[config.mk]
export PLATFORM = sky130hd
export DESIGN_NAME = char_scroll_sequencer_flat
export DESIGN_NICKNAME = d
export VERILOG_FILES = /design/src/rtl/char_scroll_sequencer_if.sv /design/src/rtl/char_scroll_sequencer.sv /design/src/flat_wrapper.sv
export SDC_FILE = /design/constraint.sdc
export NUM_CORES = 1
export LEC_CHECK = 0
export BUFFER_PORTS_ARGS = -buffer_cell sky130_fd_sc_hd__buf_2
export CORE_MARGIN = 4
export CORE_UTILIZATION = 67
export CTS_BUF_LIST = sky130_fd_sc_hd__clkbuf_2 sky130_fd_sc_hd__clkbuf_4 sky130_fd_sc_hd__clkbuf_8
export DETAILED_ROUTE_END_ITERATION = 7
export PLACE_DENSITY = 0.95
export SLEW_MARGIN = 20
export SYNTH_ARGS = -nofsm -noshare
export SYNTH_HDL_FRONTEND = slang
export SYNTH_SLANG_ARGS = --single-unit
[constraint.sdc]
create_clock -name CLOCK_50 -period 4.17 [get_ports CLOCK_50]
set_clock_uncertainty 0.2 [all_clocks]
set_input_delay 0.2085 -clock CLOCK_50 [delete_from_list [all_inputs] [get_ports CLOCK_50]]
set_output_delay 0.2085 -clock CLOCK_50 [all_outputs]
set_load 0.005 [all_outputs]
[src/rtl/char_scroll_sequencer_if.sv]
// Control and display bundle of the scroll sequencer. The bench or host drives
// run/dir/step_n as master. The sequencer drives code_out/pos/tick as slave.
interface char_scroll_sequencer_if;
  logic       run;
  logic       dir;
  logic       step_n;
  logic [7:0] code_out;
  logic [1:0] pos;
  logic       tick;

  modport master (output run, dir, step_n, input code_out, pos, tick);
  modport slave  (input run, dir, step_n, output code_out, pos, tick);
endinterface

[src/rtl/char_scroll_sequencer.sv]
// Rotates the four-character message "dE1 " across HEX3..HEX0. It advances on a
// timed auto-scroll tick, or on a debounced button press while paused.
module char_scroll_sequencer #(
  parameter int TICK_DIV   = 50000000,
  parameter int DEB_CYCLES = 500000
) (
  input  logic                    CLOCK_50,
  input  logic                    resetn,
  char_scroll_sequencer_if.slave  bus
);

  localparam int TW = $clog2(TICK_DIV);
  localparam int DW = $clog2(DEB_CYCLES + 1);
  localparam logic [TW-1:0] TICK_LAST = TW'(TICK_DIV - 1);
  localparam logic [DW-1:0] DEB_LAST  = DW'(DEB_CYCLES - 1);

  logic [TW-1:0] tick_cnt_reg;
  logic [DW-1:0] stab_cnt_reg;
  logic          sync1_reg;
  logic          sync2_reg;
  logic          deb_reg;
  logic [1:0]    pos_reg;

  logic tick_w;
  logic deb_flip;
  logic step_evt;
  logic advance;

  assign tick_w   = bus.run && (tick_cnt_reg == TICK_LAST);
  assign deb_flip = (sync2_reg != deb_reg) && (stab_cnt_reg == DEB_LAST);
  // A press is the debounced level falling. A held button never re-triggers.
  assign step_evt = deb_flip && deb_reg;
  assign advance  = tick_w || (step_evt && !bus.run);

  always_ff @(posedge CLOCK_50 or negedge resetn) begin
    if (!resetn) begin
      sync1_reg <= 1'b1;
      sync2_reg <= 1'b1;
    end else begin
      sync1_reg <= bus.step_n;
      sync2_reg <= sync1_reg;
    end
  end

  always_ff @(posedge CLOCK_50 or negedge resetn) begin
    if (!resetn) begin
      deb_reg      <= 1'b1;
      stab_cnt_reg <= '0;
    end else if (sync2_reg == deb_reg) begin
      stab_cnt_reg <= '0;
    end else if (deb_flip) begin
      deb_reg      <= sync2_reg;
      stab_cnt_reg <= '0;
    end else begin
      stab_cnt_reg <= stab_cnt_reg + 1'b1;
    end
  end

  always_ff @(posedge CLOCK_50 or negedge resetn) begin
    if (!resetn) begin
      tick_cnt_reg <= '0;
    end else if (!bus.run || tick_cnt_reg == TICK_LAST) begin
      tick_cnt_reg <= '0;
    end else begin
      tick_cnt_reg <= tick_cnt_reg + 1'b1;
    end
  end

  // Two-bit arithmetic gives the 3->0 and 0->3 wrap for free.
  always_ff @(posedge CLOCK_50 or negedge resetn) begin
    if (!resetn) begin
      pos_reg <= 2'd0;
    end else if (advance) begin
      pos_reg <= bus.dir ? pos_reg - 2'd1 : pos_reg + 2'd1;
    end
  end

  // Message character i has code i. Field k therefore carries (pos + 3 - k) mod 4.
  generate
    for (genvar gi = 0; gi < 4; gi++) begin : g_field
      assign bus.code_out[2*gi +: 2] = pos_reg + 2'(3 - gi);
    end
  endgenerate

  assign bus.pos  = pos_reg;
  assign bus.tick = tick_w;

endmodule

[src/flat_wrapper.sv]
// flat-port wrapper written by rule: the top's interface ports become plain ports
module char_scroll_sequencer_flat 
#(
  parameter int TICK_DIV   = 50000000,
  parameter int DEB_CYCLES = 500000
)
  (CLOCK_50, resetn, bus_run, bus_dir, bus_step_n, bus_code_out, bus_pos, bus_tick);
  char_scroll_sequencer_if bus_i ();
  input  logic CLOCK_50;
  input  logic resetn;
  input wire logic [$bits(bus_i.run)-1:0] bus_run;
  input wire logic [$bits(bus_i.dir)-1:0] bus_dir;
  input wire logic [$bits(bus_i.step_n)-1:0] bus_step_n;
  output wire logic [$bits(bus_i.code_out)-1:0] bus_code_out;
  output wire logic [$bits(bus_i.pos)-1:0] bus_pos;
  output wire logic [$bits(bus_i.tick)-1:0] bus_tick;
  assign bus_i.run = bus_run;
  assign bus_i.dir = bus_dir;
  assign bus_i.step_n = bus_step_n;
  assign bus_code_out = bus_i.code_out;
  assign bus_pos = bus_i.pos;
  assign bus_tick = bus_i.tick;
  char_scroll_sequencer #(.TICK_DIV(TICK_DIV), .DEB_CYCLES(DEB_CYCLES)) u_core (.CLOCK_50(CLOCK_50), .resetn(resetn), .bus(bus_i));
endmodule
==> summary.txt <==
Clock network
  • Worst-skew pair later-pin latency: 0.30 ns
  • Worst-path clk slew: 0.08 ns
  • H-tree depth: 2
  • CTS tree: done
  • CTS Buf Count: 5
  • Clock Path Buffers: 2
  • CTS root buffer: clkbuf_8
  • Clock sink total: 50

Run status
  • Outcome: completed

Critical path
  • Worst path max stage delay: 0.39 ns
  • Cell Chain, Critical Path: ha_1 > inv_1 > nor2_1 > and4_1 > buf_2
  • Nature of the critical path startpoint: flop
  • CP delay by family, top: simple AND/OR/NAND/NOR gates
  • Slowest CP cell: dfrtp_1
  • Maximum fanout along the worst path: 5
  • R2R Path End: u_core.tick_cnt_reg[8]$_DFF_PN0_
  • Worst reg2reg setup slack: 2.02 ns
  • WP data required: 3.76 ns
  • Crit. End Element: output port
  • Critical path class: flop to output port
  • Critical path data arrival time: 1.84 ns
  • Reg2Reg Depth: 6
  • Crit Reg-Reg Startpoint: u_core.tick_cnt_reg[0]$_DFF_PN0_
  • CP bufs+invs: 2

Pwr
  • Peak VDD IR: 0.224 mV
  • Pwr dens: 301 nW/um^2
  • Pleak: 1.25 nW

Cells and area
  • Nets: 266
  • Sequential cell area: 1250 sq um
  • Largest register FFs: 26
  • Commonest non-fill, non-tap cell in the layout: dfrtp_1
  • Commonest cells after routing, fill and taps aside: dfrtp_1, nor2_1, xor2_1
  • Fin util: 0.775
  • # diodes: 0
  • Area growth syn-to-layout: 7.29%
  • # fillers: 230
  • Multi-input gate area: 1170 sq um
  • Layout cells sized above 1: 0.154

Synthesis
  • Top cells by area, synth: dfrtp_1, xor2_1, nor2_1, xnor2_1, nand3_1
  • Flops & latches, synth: 50
  • Sequential element share of the synthesized area: 0.501
  • Post-synth top area cell: dfrtp_1
  • Share of async-settable or async-resettable flops after synthesis: 1.00
  • Gate Count Post-Synth: 245
  • Mean post-synth cell area: 10.2 sq um
  • Synth Flop Type: dfrtp_1
  • Mapped cell area: 2510 sq um
  • Post-Syn Nets: 252
  • Simple-gate share of the synthesized area: 0.290
  • Largest family of logic cells by synthesized area: simple AND/OR/NAND/NOR gates
  • Adder-cell share of the synthesized area: 0.00999
  • Area fraction in compound gates after synthesis: 0.00200
  • Yosys top cell area share: 0.469
  • Synth warnings: 0
  • Synth Area in XOR/XNOR: 0.161
  • Distinct cells, synth: 29
  • Post-synth EDFFs: 0
  • Post-synthesis mux area share: 0.00449

Timing
  • Worst-margin pin slew: 0.634 ns
  • Maximum operating frequency: 445 MHz
  • # setup viols final: 0
  • Fin. Hold Viols: 0
  • Final setup TNS: 0 ns
  • Fin crit share: 0.539
  • Max Slew Vio Count: 0
  • RSZ-0062 raised after global routing: no
  • Min Tclk post-route: 2.25 ns
  • Slew headroom: 0.574

Global routing
  • Grt ovf: 0
  • Vias in the first global route: 1647
  • Largest net degree at the start of global routing: 51
  • Gr usage total: 0.205
  • First-pass GRT wire length: 7830 um
  • Initial antenna violation count: 0

Drt
  • 1st-pass router iterations: 7
  • Vias: 1757
  • Detail Route Antenna Nets: 0
  • Total Wirelength: 4570 um
  • WL per Instance: 14.9 um
  • Drt drc: 0
  • Post-DR vias/cell: 5.74
  • Iter 0 DRT Violations: 192

Placed design
  • RePlAce Congestion: 0.860
  • HPWL after detailed placement: 3050 um
  • Port buffer count: 15

Floorplan
  • Core box area: 3470 sq um
  • Die Y: 69.2 um
  • Die ar.: 4780 sq um
  • Die width: 69.2 um
  • Site Rows: 21
  • Initial Util: 0.723
  • Num ports: 16

Job
  • Max cap viols: 0

Hold path
  • Min-Delay Startpoint: bus_run
  • Worst Hold Endpoint: u_core.tick_cnt_reg[6]$_DFF_PN0_
  • Worst hold path class: input port to flop
  • Hold Path Depth: 2
==> through the flow <==
step                      setup WS (ns)  hold WS [ns]  instances  power [mW]  area (sq um)
after CTS                          1.93       0.00858        306       0.812          2690
after global placement             2.16         0.116        296       0.535          2580
after detailed placement           2.07         0.117        296       0.536          2580
after global routing               1.80       0.00997        306       0.840          2690
after floorplan                    2.45        -0.287        245       0.520          2510
final                              1.92       0.00453        306       0.809          2690
==> final cells by class <==
| type | instances | share of cell area |
|---|---|---|
| tap | 46 | 0.0214 |
| timing repair buffer | 17 | 0.0363 |
| clock inverter | 2 | 0.00512 |
| clock buffer | 6 | 0.0284 |
| multi-input combinational | 180 | 0.435 |
| sequential | 50 | 0.467 |
| inverter | 5 | 0.00698 |
==> synth_stat cells, types with 3 or more instances <==
library cell,count
dfrtp_1,47
nor2_1,42
xor2_1,34
nand2_1,17
nand3_1,17
xnor2_1,12
nand4_1,11
and3_1,10
nor2_2,7
buf_4,6
and4_1,5
inv_1,5
nor4_1,4
and2_1,3
dfstp_2,3
nor3_1,3
==> where the power goes <==
part           internal [mW]  switching (mW)  leakage, nW
clock                  0.125           0.156       0.0486
sequential             0.491         0.00593        0.683
combinational        0.00879          0.0226        0.519
==> worst max-delay path by stage <==
stage | start | endpoint | slack [ns] | cells after the start
final | u_core.tick_cnt_reg[0]$_DFF_PN0_ | bus_tick | 1.92 | 5
after global routing | u_core.tick_cnt_reg[0]$_DFF_PN0_ | bus_tick | 1.80 | 5
after CTS | u_core.tick_cnt_reg[0]$_DFF_PN0_ | bus_tick | 1.93 | 5
after detailed placement | u_core.tick_cnt_reg[0]$_DFF_PN0_ | u_core.tick_cnt_reg[13]$_DFF_PN0_ | 2.07 | 6
after global placement | u_core.tick_cnt_reg[0]$_DFF_PN0_ | u_core.tick_cnt_reg[21]$_DFF_PN0_ | 2.16 | 6
after floorplan | u_core.tick_cnt_reg[0]$_DFF_PN0_ | u_core.tick_cnt_reg[20]$_DFF_PN0_ | 2.45 | 6
==> what timing repair did <==
action | in CTS | in global routing
hold buffers | 2 | 0
endpoints found under the hold margin | 48 | 0
buffers inserted | 0 | 0
gates resized for setup | 0 | 0
==> logic make-up (layout without fill, tap and decap cells) <==
| group | count (synthesis) | count (layout) |
|---|---|---|
| AOI/OAI and AO/OA | 1 | 1 |
| muxes | 1 | 1 |
| buffers and inverters | 15 | 30 |
| and+or+nand+nor | 130 | 130 |
| adders and majority gates | 2 | 2 |
| xor gates and xnor gates | 46 | 46 |
| DFF | 50 | 50 |
==> routing by layer <==
layer | share of wire | vias to the layer above | track usage
li1 | - | 849 | -
met1 | 0.46 | 855 | 0.284
met2 | 0.47 | 47 | 0.317
met3 | 0.051 | 6 | 0.0523
met4 | 0.012 | 0 | 0.0629
met5 | 0 | - | 0
(Power assumes the default switching activity.)
